===== src/rtl/ram_write_buffer_if.sv =====
// ram_write_buffer_if: CPU store handshake into the write buffer.
interface ram_write_buffer_if #(
  parameter int DATA_WIDTH = 32,
  parameter int ADDR_WIDTH = 14
);
  logic                  st_valid;
  logic [ADDR_WIDTH-1:0] st_addr;
  logic [DATA_WIDTH-1:0] st_data;
  logic                  st_ready;
  modport master (output st_valid, st_addr, st_data, input st_ready);
  modport slave (input st_valid, st_addr, st_data, output st_ready);
endinterface


===== src/rtl/ram_write_buffer.sv =====
// ram_write_buffer: in-order store FIFO draining into a RAM, with load forwarding.
module ram_write_buffer #(
  parameter int DATA_WIDTH = 32,
  parameter int ADDR_WIDTH = 14,
  parameter int DEPTH      = 4
) (
  input  logic                         clock,
  input  logic                         reset,
  ram_write_buffer_if.slave            st,
  input  logic [ADDR_WIDTH-1:0]        ld_addr,
  output logic [DATA_WIDTH-1:0]        ld_data,
  input  logic                         drain_en,
  output logic [DATA_WIDTH-1:0]        ram_data,
  output logic [ADDR_WIDTH-1:0]        ram_write_addr,
  output logic                         ram_we,
  output logic [ADDR_WIDTH-1:0]        ram_read_addr,
  input  logic [DATA_WIDTH-1:0]        ram_out,
  output logic                         empty,
  output logic [$clog2(DEPTH):0]       count,
  output logic                         overflow_err
);
  localparam int PW = $clog2(DEPTH);
  logic [ADDR_WIDTH-1:0] addr_q [DEPTH];
  logic [DATA_WIDTH-1:0] data_q [DEPTH];
  logic [DEPTH-1:0]      valid_q;
  logic [PW-1:0]         head, tail, idx;
  logic                  push, pop;
  assign st.st_ready     = count < (PW+1)'(DEPTH);
  assign empty           = count == '0;
  assign ram_we          = drain_en & ~empty;
  assign ram_write_addr  = addr_q[head];
  assign ram_data        = data_q[head];
  assign ram_read_addr   = ld_addr;
  assign push            = st.st_valid & st.st_ready;
  assign pop             = ram_we;
  // Scan oldest to youngest so the last match (closest to tail) wins.
  always_comb begin
    ld_data = ram_out;
    idx = '0;
    for (int i = 0; i < DEPTH; i++) begin
      idx = head + PW'(i);
      if (valid_q[idx] && addr_q[idx] == ld_addr) ld_data = data_q[idx];
    end
  end
  always_ff @(posedge clock) begin
    if (reset) begin
      head         <= '0;
      tail         <= '0;
      count        <= '0;
      valid_q      <= '0;
      overflow_err <= 1'b0;
    end else begin
      if (pop) begin
        valid_q[head] <= 1'b0;
        head          <= head + 1'b1;
      end
      if (push) begin
        addr_q[tail]  <= st.st_addr;
        data_q[tail]  <= st.st_data;
        valid_q[tail] <= 1'b1;
        tail          <= tail + 1'b1;
      end
      count <= count + (PW+1)'(push) - (PW+1)'(pop);
      if (st.st_valid && !st.st_ready) overflow_err <= 1'b1;
    end
  end
endmodule

===== src/flat_wrapper.sv =====
// flat-port wrapper written by rule: the top's interface ports become plain ports
module ram_write_buffer_flat 
#(
  parameter int DATA_WIDTH = 32,
  parameter int ADDR_WIDTH = 14,
  parameter int DEPTH      = 4
)
  (clock, reset, ld_addr, ld_data, drain_en, ram_data, ram_write_addr, ram_we, ram_read_addr, ram_out, empty, count, overflow_err, st_st_valid, st_st_addr, st_st_data, st_st_ready);
  ram_write_buffer_if #(.DATA_WIDTH(DATA_WIDTH), .ADDR_WIDTH(ADDR_WIDTH)) st_i ();
  input  logic clock;
  input  logic reset;
  input  logic [ADDR_WIDTH-1:0] ld_addr;
  output logic [DATA_WIDTH-1:0] ld_data;
  input  logic drain_en;
  output logic [DATA_WIDTH-1:0] ram_data;
  output logic [ADDR_WIDTH-1:0] ram_write_addr;
  output logic ram_we;
  output logic [ADDR_WIDTH-1:0] ram_read_addr;
  input  logic [DATA_WIDTH-1:0] ram_out;
  output logic empty;
  output logic [$clog2(DEPTH):0] count;
  output logic overflow_err;
  input wire logic [$bits(st_i.st_valid)-1:0] st_st_valid;
  input wire logic [$bits(st_i.st_addr)-1:0] st_st_addr;
  input wire logic [$bits(st_i.st_data)-1:0] st_st_data;
  output wire logic [$bits(st_i.st_ready)-1:0] st_st_ready;
  assign st_i.st_valid = st_st_valid;
  assign st_i.st_addr = st_st_addr;
  assign st_i.st_data = st_st_data;
  assign st_st_ready = st_i.st_ready;
  ram_write_buffer #(.DATA_WIDTH(DATA_WIDTH), .ADDR_WIDTH(ADDR_WIDTH), .DEPTH(DEPTH)) u_core (.clock(clock), .reset(reset), .st(st_i), .ld_addr(ld_addr), .ld_data(ld_data), .drain_en(drain_en), .ram_data(ram_data), .ram_write_addr(ram_write_addr), .ram_we(ram_we), .ram_read_addr(ram_read_addr), .ram_out(ram_out), .empty(empty), .count(count), .overflow_err(overflow_err));
endmodule

===== config.mk =====
export PLATFORM = sky130hd
export DESIGN_NAME = ram_write_buffer_flat
export DESIGN_NICKNAME = d
export VERILOG_FILES = /design/src/rtl/ram_write_buffer_if.sv /design/src/rtl/ram_write_buffer.sv /design/src/flat_wrapper.sv
export SDC_FILE = /design/constraint.sdc
export NUM_CORES = 1
export LEC_CHECK = 0
export BUFFER_PORTS_ARGS = -buffer_cell sky130_fd_sc_hd__buf_2
export CORE_UTILIZATION = 40
export DETAILED_ROUTE_END_ITERATION = 10
export PLACE_DENSITY_LB_ADDON = 0.08
export SLEW_MARGIN = 0
export SYNTH_ARGS = -nofsm -noshare
export SYNTH_HDL_FRONTEND = slang
export SYNTH_SLANG_ARGS = --single-unit

===== constraint.sdc =====
create_clock -name clock -period 4.4 [get_ports clock]
set_input_delay 0.88 -clock clock [delete_from_list [all_inputs] [get_ports clock]]
set_output_delay 0.88 -clock clock [all_outputs]
set_load 0.01 [all_outputs]

==> impl_metrics.yaml, run 1 <==
clock_network:
  clock_latency_ns: 0.45
  cts.path.max_buffers: 2
  ctsHtreeMaxLevel: 4
  cts.clk_slew.worst_paths_ns: 0.08
  cts_buffers: 17
  cts_tree: "built"
  cts.sinks: 198
  cts-root-buf: "clkbuf_16"
synth:
  synth-xor-area-share_pct: 3.91
  yosysWarnings: 0
  ys_types: 58
  ys_ff_latch: 198
  synth-adder-area-share_pct: 1.10
  syn_inst: 1053
  synthSimpleGateAreaFrac_pct: 5.30
  synth_edf_count: 184
  synth.yosys.seq_area_share_pct: 44.2
  ys_async_sr_fraction_pct: 0
  synth_top_family_by_area: "multiplexers"
  yosysTopAreaCell: "edfxtp_1"
  synth_area_um2: 13100
  synthMuxAreaShare_pct: 25.2
  avgSynthCellArea_um2: 12.5
  synth.area.top_cells: "edfxtp_1 42%, mux4_2 15%, mux2i_1 5.7%"
  synth_top_area_share_pct: 42.0
  synth_compound_area_share_pct: 15.2
  synth_ff_type: "edfxtp_1"
  syn-num-nets: 1160
routing:
  via_count: 10200
  wl_per_cell_um: 24.9
  postRouteAntennaNets: 0
  drt-pass1-iter-count: 6
  drc: 0
  vias_per_cell: 6.06
  drtIter0Drc: 793
  routed_wl_um: 42000
power:
  combPwrFrac_pct: 48.0
  power.total_mw: 7.68
  peakVddDrop_v: 0.000388
  power_leakage_nw: 5.34
  clkPwrFrac_pct: 22.1
  pwr-share-seq_pct: 29.9
  p_sw_share_pct: 36.8
  power.switching_mw: 2.83
  power.internal_mw: 4.85
  power_density_nw_per_um2: 483
worst_setup_path:
  cp_slowest_cell: "mux4_2"
  critPathMaxStageDelay_ns: 0.50
  critPathCaptureType: "output port"
  critical_path_class: "flop to output port"
  path_buf_inv: 6
  critPathLaunchType: "flop"
  required_ns: 3.52
  arrival_ns: 3.41
  worstPathMaxFanout: 21
  cp_top_family: "buffers and inverters"
  worstPathCellList: "inv_1, ha_4, buf_12, buf_4, mux4_2, xnor2_1, nand4_1, inv_1, and4_2, buf_12, a211oi_1, o21ai_1, buf_2"
timing:
  hold_ws_ns: 0.476
  timing.final.crit_period_ns: 4.29
  timing.fmax_mhz: 233
  hold_viol: 0
  finalMaxSlewViolations: 0
  skew_ns: 0.00850
  relSlewSlack_pct: 44.3
  tightestPinTransition_ns: 0.836
  fin_crit_sh_pct: 97.5
  grt_setup_unrepaired: "true"
  finalSetupViolations: 0
place:
  hpwl_um: 26800
  port_buffers: 194
  gp_congestion: 0.846
layout:
  syn2layout_area_growth_pct: 21.0
  seq_area_um2: 5820
  layout_commonest_cell: "buf_2"
  layout.nets: 1337
  final_cell_mix: "194 x buf_2, 184 x edfxtp_1, 93 x mux4_2"
  multi_input_area_um2: 6900
  layout-drive-gt1-share_pct: 39.0
  fillers: 2915
global_route:
  grt_first_pass_wirelength_um: 61400
  grt_max_degree: 86
  track_usage_pct: 25.0
  grt_pass1_vias: 9969
  antenna_found_initial: 3
  grt-ovfl-total: 0
die:
  core_region_area_um2: 32500
  die_w_um: 183
  dieArea_um2: 33600
  die_height_um: 183
  initial_core_util_pct: 40.5
  rows: 66
  num_io_pins: 195
job:
  maxCapViolCount: 0
run_status:
  status: "finished clean"
hold_path:
  hold_class: "flop to flop"
[timing repair]
action | CTS | global route
pin swaps | 5 | 13
hold buffers | 0 | 0
cloned | 2 | 4
setup endpoints to repair | 32 | 32
setup buffers | 18 | 12
gates resized for setup | 15 | 52
[worst register-to-register path: cells and delay by family (launching register included)]
kind	cells	cell delay [ns]
fa+ha+maj	3	0.79
xor+xnor	2	0.34
simple gates	3	0.68
buf+inv	1	0.04
flops	1	0.43
[state kept, by name, indices dropped and copies added, names as in the netlist, named ones only]
signal	cells
u_core.data_q	128
u_core.addr_q	56
u_core.valid_q	4
u_core.count	3
u_core.head	2
u_core.tail	2
u_core.overflow_err	1
[final cells by class]
| type | instances | share of cell area, % |
|---|---|---|
| multi-input cells | 723 | 43.4 |
| clock buffers | 17 | 2.68 |
| inverters | 17 | 0.401 |
| repair buffers | 273 | 12.1 |
| clock inverters | 15 | 1.35 |
| diodes | 2 | 0.0315 |
| flip-flops and latches | 198 | 36.6 |
| well taps | 442 | 3.48 |
[cell families after synthesis]
family,Yosys count
and+or+nand+nor,149
DFF,198
muxes,206
AOI/OAI and AO/OA,300
buffers and inverters,132
adders and majority gates,11
xor gates and xnor gates,57
[stage by stage]
step                TNS [ns]  instance area [um2]  cells  setup slack, ns  utilization [%]
global route          -0.116                15900   1686          -0.0526             49.0
detailed placement         0                14600   1617            0.270             44.9
global placement           0                14600   1617            0.372             44.9
CTS                        0                15400   1669           0.0176             47.6
finish                     0                15900   1687            0.112             49.0
floorplan                  0                13100   1053            0.156                -
[path summary, 6_finish.rpt]
path	from	to	slack [ns]	depth (start not counted)
min reg2reg	u_core.overflow_err	u_core.overflow_err	0.48	2
min	u_core.overflow_err	u_core.overflow_err	0.48	2
max	u_core.head[0]	ld_data[20]	0.11	13
max reg2reg	u_core.count[2]	u_core.count[2]	1.99	9
[power by group through the flow]
stage               Sequential [mW]  Clock, mW  Combinational (mW)
floorplan                      2.30          0                2.52
global placement               2.35          0                3.33
detailed placement             2.35          0                3.32
CTS                            2.30       1.72                3.54
global route                   2.31       1.78                4.00
finish                         2.30       1.70                3.68
[synth_stat cells (10+ instances only)]
| cell | count |
|---|---|
| buf_4 | 17 |
| inv_1 | 17 |
| nand2_1 | 19 |
| o211ai_1 | 38 |
| mux2_2 | 36 |
| mux4_2 | 89 |
| a21oi_1 | 72 |
| a31oi_1 | 32 |
| dfxtp_1 | 14 |
| nor2_1 | 83 |
| mux2i_1 | 75 |
| xnor2_1 | 42 |
| buf_2 | 26 |
| edfxtp_1 | 184 |
| clkbuf_1 | 52 |
| a21boi_0 | 32 |
| ha_1 | 10 |
| xor2_1 | 13 |
| buf_1 | 11 |
| o21ai_1 | 32 |
| a211oi_1 | 65 |
[per-layer routing]
layer / wire length (um) / part of all wire (%) / vias to the layer above / track usage, %
met5: 8 / 0.019 / - / 0
met4: 953 / 2.3 / 2 / 8.23
met3: 2760 / 6.6 / 63 / 5.06
met2: 19900 / 47 / 421 / 40.0
met1: 18500 / 44 / 5193 / 33.9
li1: - / - / 4542 / -
No activity file was read; power rests on OpenSTA's default activity.
==> run 2: changes to the inputs <==
Settings changed: PLACE_DENSITY set to 0.64, PLACE_DENSITY_LB_ADDON 0.08 to not set.
==> impl_metrics.yaml, run 2 (synthesized netlist as in run 1, its figures left out) <==
run_status:
  status: "complete, but fails checks"
  violations: "design-rule violations"
die:
  rows: 66
  core_region_area_um2: 32500
  die_w_um: 183
  initial_core_util_pct: 40.5
  dieArea_um2: 33600
  die_height_um: 183
  num_io_pins: 195
global_route:
  grt_pass1_vias: 9960
  antenna_found_initial: 5
  grt-ovfl-total: 0
  grt_first_pass_wirelength_um: 60700
  grt_max_degree: 126
  track_usage_pct: 24.2
layout:
  syn2layout_area_growth_pct: 19.0
  regMostFlops: "u_core.data_q"
  largest_reg_flops: 128
  final_cell_mix: "195 x buf_2, 184 x edfxtp_1, 91 x mux4_2"
  finalCoreUtilization_pct: 48.2
  layout_commonest_cell: "buf_2"
  layout.nets: 1326
  reg_top3: "u_core.data_q (128), u_core.addr_q (56), u_core.valid_q (4)"
  fillers: 2886
  design_area_um2: 15600
  layout-drive-gt1-share_pct: 37.0
routing:
  drtIter0Drc: 1055
  wl_met1_um: 16900
  postRouteAntennaNets: 0
  vias_per_cell: 6.23
  drc: 2
  wl_met3_um: 3520
  routed_wl_um: 41000
  wl_per_cell_um: 24.5
  drt-pass1-iter-count: 8
  dr_wl_met2_um: 19500
  via_count: 10400
  highest_layer: "met5"
worst_setup_path:
  worstPathCellList: "inv_4, ha_4, buf_12, buf_6, mux4_2, xnor2_4, nand4_1, inv_1, and4_4, clkbuf_16, a211oi_1, o21ai_1, buf_2"
  worstPathMaxFanout: 8
  cp_slowest_cell: "mux4_2"
  required_ns: 3.52
  critPathMaxStageDelay_ns: 0.55
  critical_path_class: "flop to output port"
  critPathCaptureType: "output port"
  critPathLaunchType: "flop"
  arrival_ns: 3.46
  cp_top_family: "buffers and inverters"
  path_buf_inv: 6
power:
  power.total_mw: 7.52
  peakVddDrop_v: 0.000448
  power_leakage_nw: 5.26
  power_density_nw_per_um2: 481
clock_network:
  cts-root-buf: "clkbuf_16"
  ctsHoldBuffers: 0
  cts_tree: "built"
  cts.path.max_buffers: 2
  cts_buffers: 17
  cts.clk_slew.worst_paths_ns: 0.07
  ctsHtreeMaxLevel: 4
  clock_latency_ns: 0.45
  cts.sinks: 198
timing:
  timing.final.crit_period_ns: 4.34
  timing.fmax_mhz: 231
  hold_viol: 0
  tightestPinTransition_ns: 1.22
  finalMaxSlewViolations: 0
  finalSetupViolations: 0
  setup_slack_ns: 0.0641
  skew_ns: 0.0113
  grt_setup_unrepaired: "true"
  relSlewSlack_pct: 18.6
  fin_crit_sh_pct: 98.5
place:
  hpwl_um: 26300
  dpl-instance-area_um2: 14600
  pre_cts_ws_ns: 0.179
  port_buffers: 194
  gp_congestion: 0.877
hold_path:
  hold_class: "flop to flop"
job:
  maxCapViolCount: 0
[run 2: cell types whose count changed in the layout (fill, tap and decap cells not counted), moves of 4 or more]
cell      delta
a211oi_1     +7
a211oi_2     -7
buf_4        -4
buf_6        -5
inv_8        +4
a31oi_1      +9
a31oi_2      -9
[run 2: area by class of cell]
type	count	area (um2)	area share [%]
Antenna cell	2	5.00	0.0320
Timing Repair Buffer	262	1780	11.4
Sequential cell	198	5820	37.2
Tap cell	442	553	3.54
Inverter	17	66.3	0.424
Clock inverter	15	158	1.01
Clock buffer	17	425	2.72
Multi-Input combinational cell	723	6830	43.7
[run 2: tightest hold or removal path: cells and delay by family, from the launching register on]
family	cells	cell delay (ns)
DFF	1	0.33
and+or+nand+nor	1	0.08
AOI/OAI and AO/OA	1	0.04
[run 2: layer usage]
| layer | vias up | global-route usage, % |
|---|---|---|
| met5 | - | 0 |
| met4 | 6 | 7.93 |
| met3 | 86 | 5.70 |
| li1 | 4533 | - |
| met2 | 616 | 38.7 |
| met1 | 5199 | 32.5 |
[run 2: final timing paths]
path                            slack (ns)  cells after the start                start                  end
worst min register to register        0.48                      2  u_core.overflow_err  u_core.overflow_err
worst max-delay path                  0.06                     13       u_core.head[0]           ld_data[4]
worst min-delay path                  0.48                      2  u_core.overflow_err  u_core.overflow_err
worst max register to register        1.99                      9      u_core.count[2]      u_core.count[2]
[run 2: repair_timing]
item / 4_1_cts / 5_1_grt
resized for setup: 13 / 29
endpoints found under the hold margin: 0 / 0
pin swaps: 6 / 18
buffers inserted: 8 / 9
gates cloned: 2 / 3
setup endpoints to repair: 32 / 32
[run 2: power by group]
group / internal [mW] / switching, mW
Sequential: 2.19 / 0.126
Combinational: 1.68 / 1.94
Clock: 0.808 / 0.777
[run 2: per-stage QoR]
| step | TNS, ns | std cells | hold WS (ns) |
|---|---|---|---|
| 2_1_floorplan | 0 | 1053 | 0.502 |
| 3_3_place_gp | 0 | 1620 | 0.449 |
| 3_5_place_dp | 0 | 1620 | 0.467 |
| 4_1_cts | 0 | 1662 | 0.486 |
| 5_1_grt | -0.138 | 1674 | 0.534 |
| 6_report | 0 | 1676 | 0.477 |
==> run 3: changes to the inputs <==
Settings changed: PLACE_DENSITY 0.64 to not set.
==> impl_metrics.yaml, run 3 (synthesized netlist as in run 1, its figures left out) <==
worst_setup_path:
  critPathCaptureType: "output port"
  critPathLaunchType: "flop"
  worstPathMaxFanout: 8
  rr_startpoint: "u_core.count[2]"
  required_ns: 3.52
  arrival_ns: 3.49
  critical_path_class: "flop to output port"
timing:
  hold_ws_ns: 0.475
  setup_slack_ns: 0.0273
  relSlewSlack_pct: 39.0
  hold_viol: 0
  skew_ns: 0.0125
  finalSetupViolations: 0
  timing.final.crit_period_ns: 4.37
  finalMaxSlewViolations: 0
  timing.fmax_mhz: 229
  fin_crit_sh_pct: 99.4
  tightestPinTransition_ns: 0.915
hold_path:
  hp-start: "u_core.overflow_err"
  hold_class: "flop to flop"
global_route:
  track_usage_pct: 24.0
  grt_pass1_vias: 9899
  grt-ovfl-total: 0
  grt_max_degree: 74
  grt_first_pass_wirelength_um: 60200
  antenna_found_initial: 5
clock_network:
  cts-root-buf: "clkbuf_16"
  clock_latency_ns: 0.45
  cts.sinks: 198
  ctsHoldBuffers: 0
  cts.path.max_buffers: 2
  ctsHtreeMaxLevel: 4
  cts.clk_slew.worst_paths_ns: 0.07
  cts_buffers: 17
  cts_tree: "built"
layout:
  layout_commonest_cell: "buf_2"
  finalCoreUtilization_pct: 48.2
  reg_top3: "u_core.data_q (128), u_core.addr_q (56), u_core.valid_q (4)"
  syn2layout_area_growth_pct: 19.1
  regMostFlops: "u_core.data_q"
  largest_reg_flops: 128
  design_area_um2: 15700
  layout.nets: 1326
  layout-drive-gt1-share_pct: 36.8
  final_cell_mix: "194 x buf_2, 184 x edfxtp_1, 93 x mux4_2"
routing:
  drt-pass1-iter-count: 8
  via_count: 10200
  wl_per_cell_um: 24.2
  drtIter0Drc: 1044
  drc: 4
  routed_wl_um: 40500
  vias_per_cell: 6.09
  postRouteAntennaNets: 0
die:
  die_height_um: 183
  num_io_pins: 195
  initial_core_util_pct: 40.5
  core_region_area_um2: 32500
  rows: 66
  dieArea_um2: 33600
  die_w_um: 183
job:
  maxCapViolCount: 0
place:
  pre_cts_ws_ns: 0.111
  hpwl_um: 25900
  port_buffers: 194
  gp_congestion: 0.833
  dpl-instance-area_um2: 14500
run_status:
  violations: "design-rule violations"
  status: "complete, but fails checks"
power:
  power_density_nw_per_um2: 478
  peakVddDrop_v: 0.000334
  power_leakage_nw: 5.27
  power.total_mw: 7.48
run 3: cell types whose count changed in the layout (fill, tap and decap cells not counted), sizes merged:
| cell | previous run | this run |
|---|---|---|
| diode | 2 | 1 |
| clkinv | 5 | 4 |
| clkinvlp | 0 | 1 |
| clkbuf | 20 | 21 |
| buf | 257 | 256 |
run 3: stage by stage:
stage          cells  TNS (ns)
3_5_place_dp    1615         0
4_1_cts         1656         0
3_3_place_gp    1615         0
2_1_floorplan   1053         0
6_report        1675         0
5_1_grt         1674    -0.548
run 3: repair_timing:
item                       4_1_cts  5_1_grt
setup endpoints to repair       32       32
gates cloned                     2        4
gates resized for setup          9       42
pin swaps                        3       17
buffers inserted                 7       14
run 3: worst paths after layout:
kind | depth (start not counted) | slack, ns | to
hold / removal | 2 | 0.48 | u_core.overflow_err
setup reg to reg | 9 | 1.98 | u_core.count[2]
hold reg to reg | 2 | 0.48 | u_core.overflow_err
setup / recovery | 11 | 0.03 | ld_data[28]
run 3: routing by layer:
layer	share of wire (%)	track usage, %
met4	1.9	6.47
met2	48	39.6
met1	43	32.7
met5	0.11	0
met3	7.5	3.99
run 3: worst max-delay path: stages, from the launching register on:
cell,delay [ns]
dfxtp_4,0.44
buf_8,0.16
mux4_2,0.58
xnor2_4,0.23
nand3_2,0.09
or3_4,0.40
a2111oi_4,0.29
buf_6,0.20
buf_12,0.15
a211oi_1,0.08
o21ai_1,0.23
buf_2,0.19
run 3: area by class of cell:
class	count	area (um2)
Sequential cell	198	5820
Antenna cell	1	2.50
Timing Repair Buffer	262	1830
Multi-Input combinational cell	723	6800
Fill cell	2887	16800
Clock buffer	17	425
Clock inverter	15	158
Tap cell	442	553
Inverter	17	63.8
run 3: power breakdown:
part | leakage, nW | internal [mW] | switching, mW
Clock | 0.286 | 0.807 | 0.770
Sequential | 1.78 | 2.20 | 0.117
Combinational | 3.20 | 1.68 | 1.92
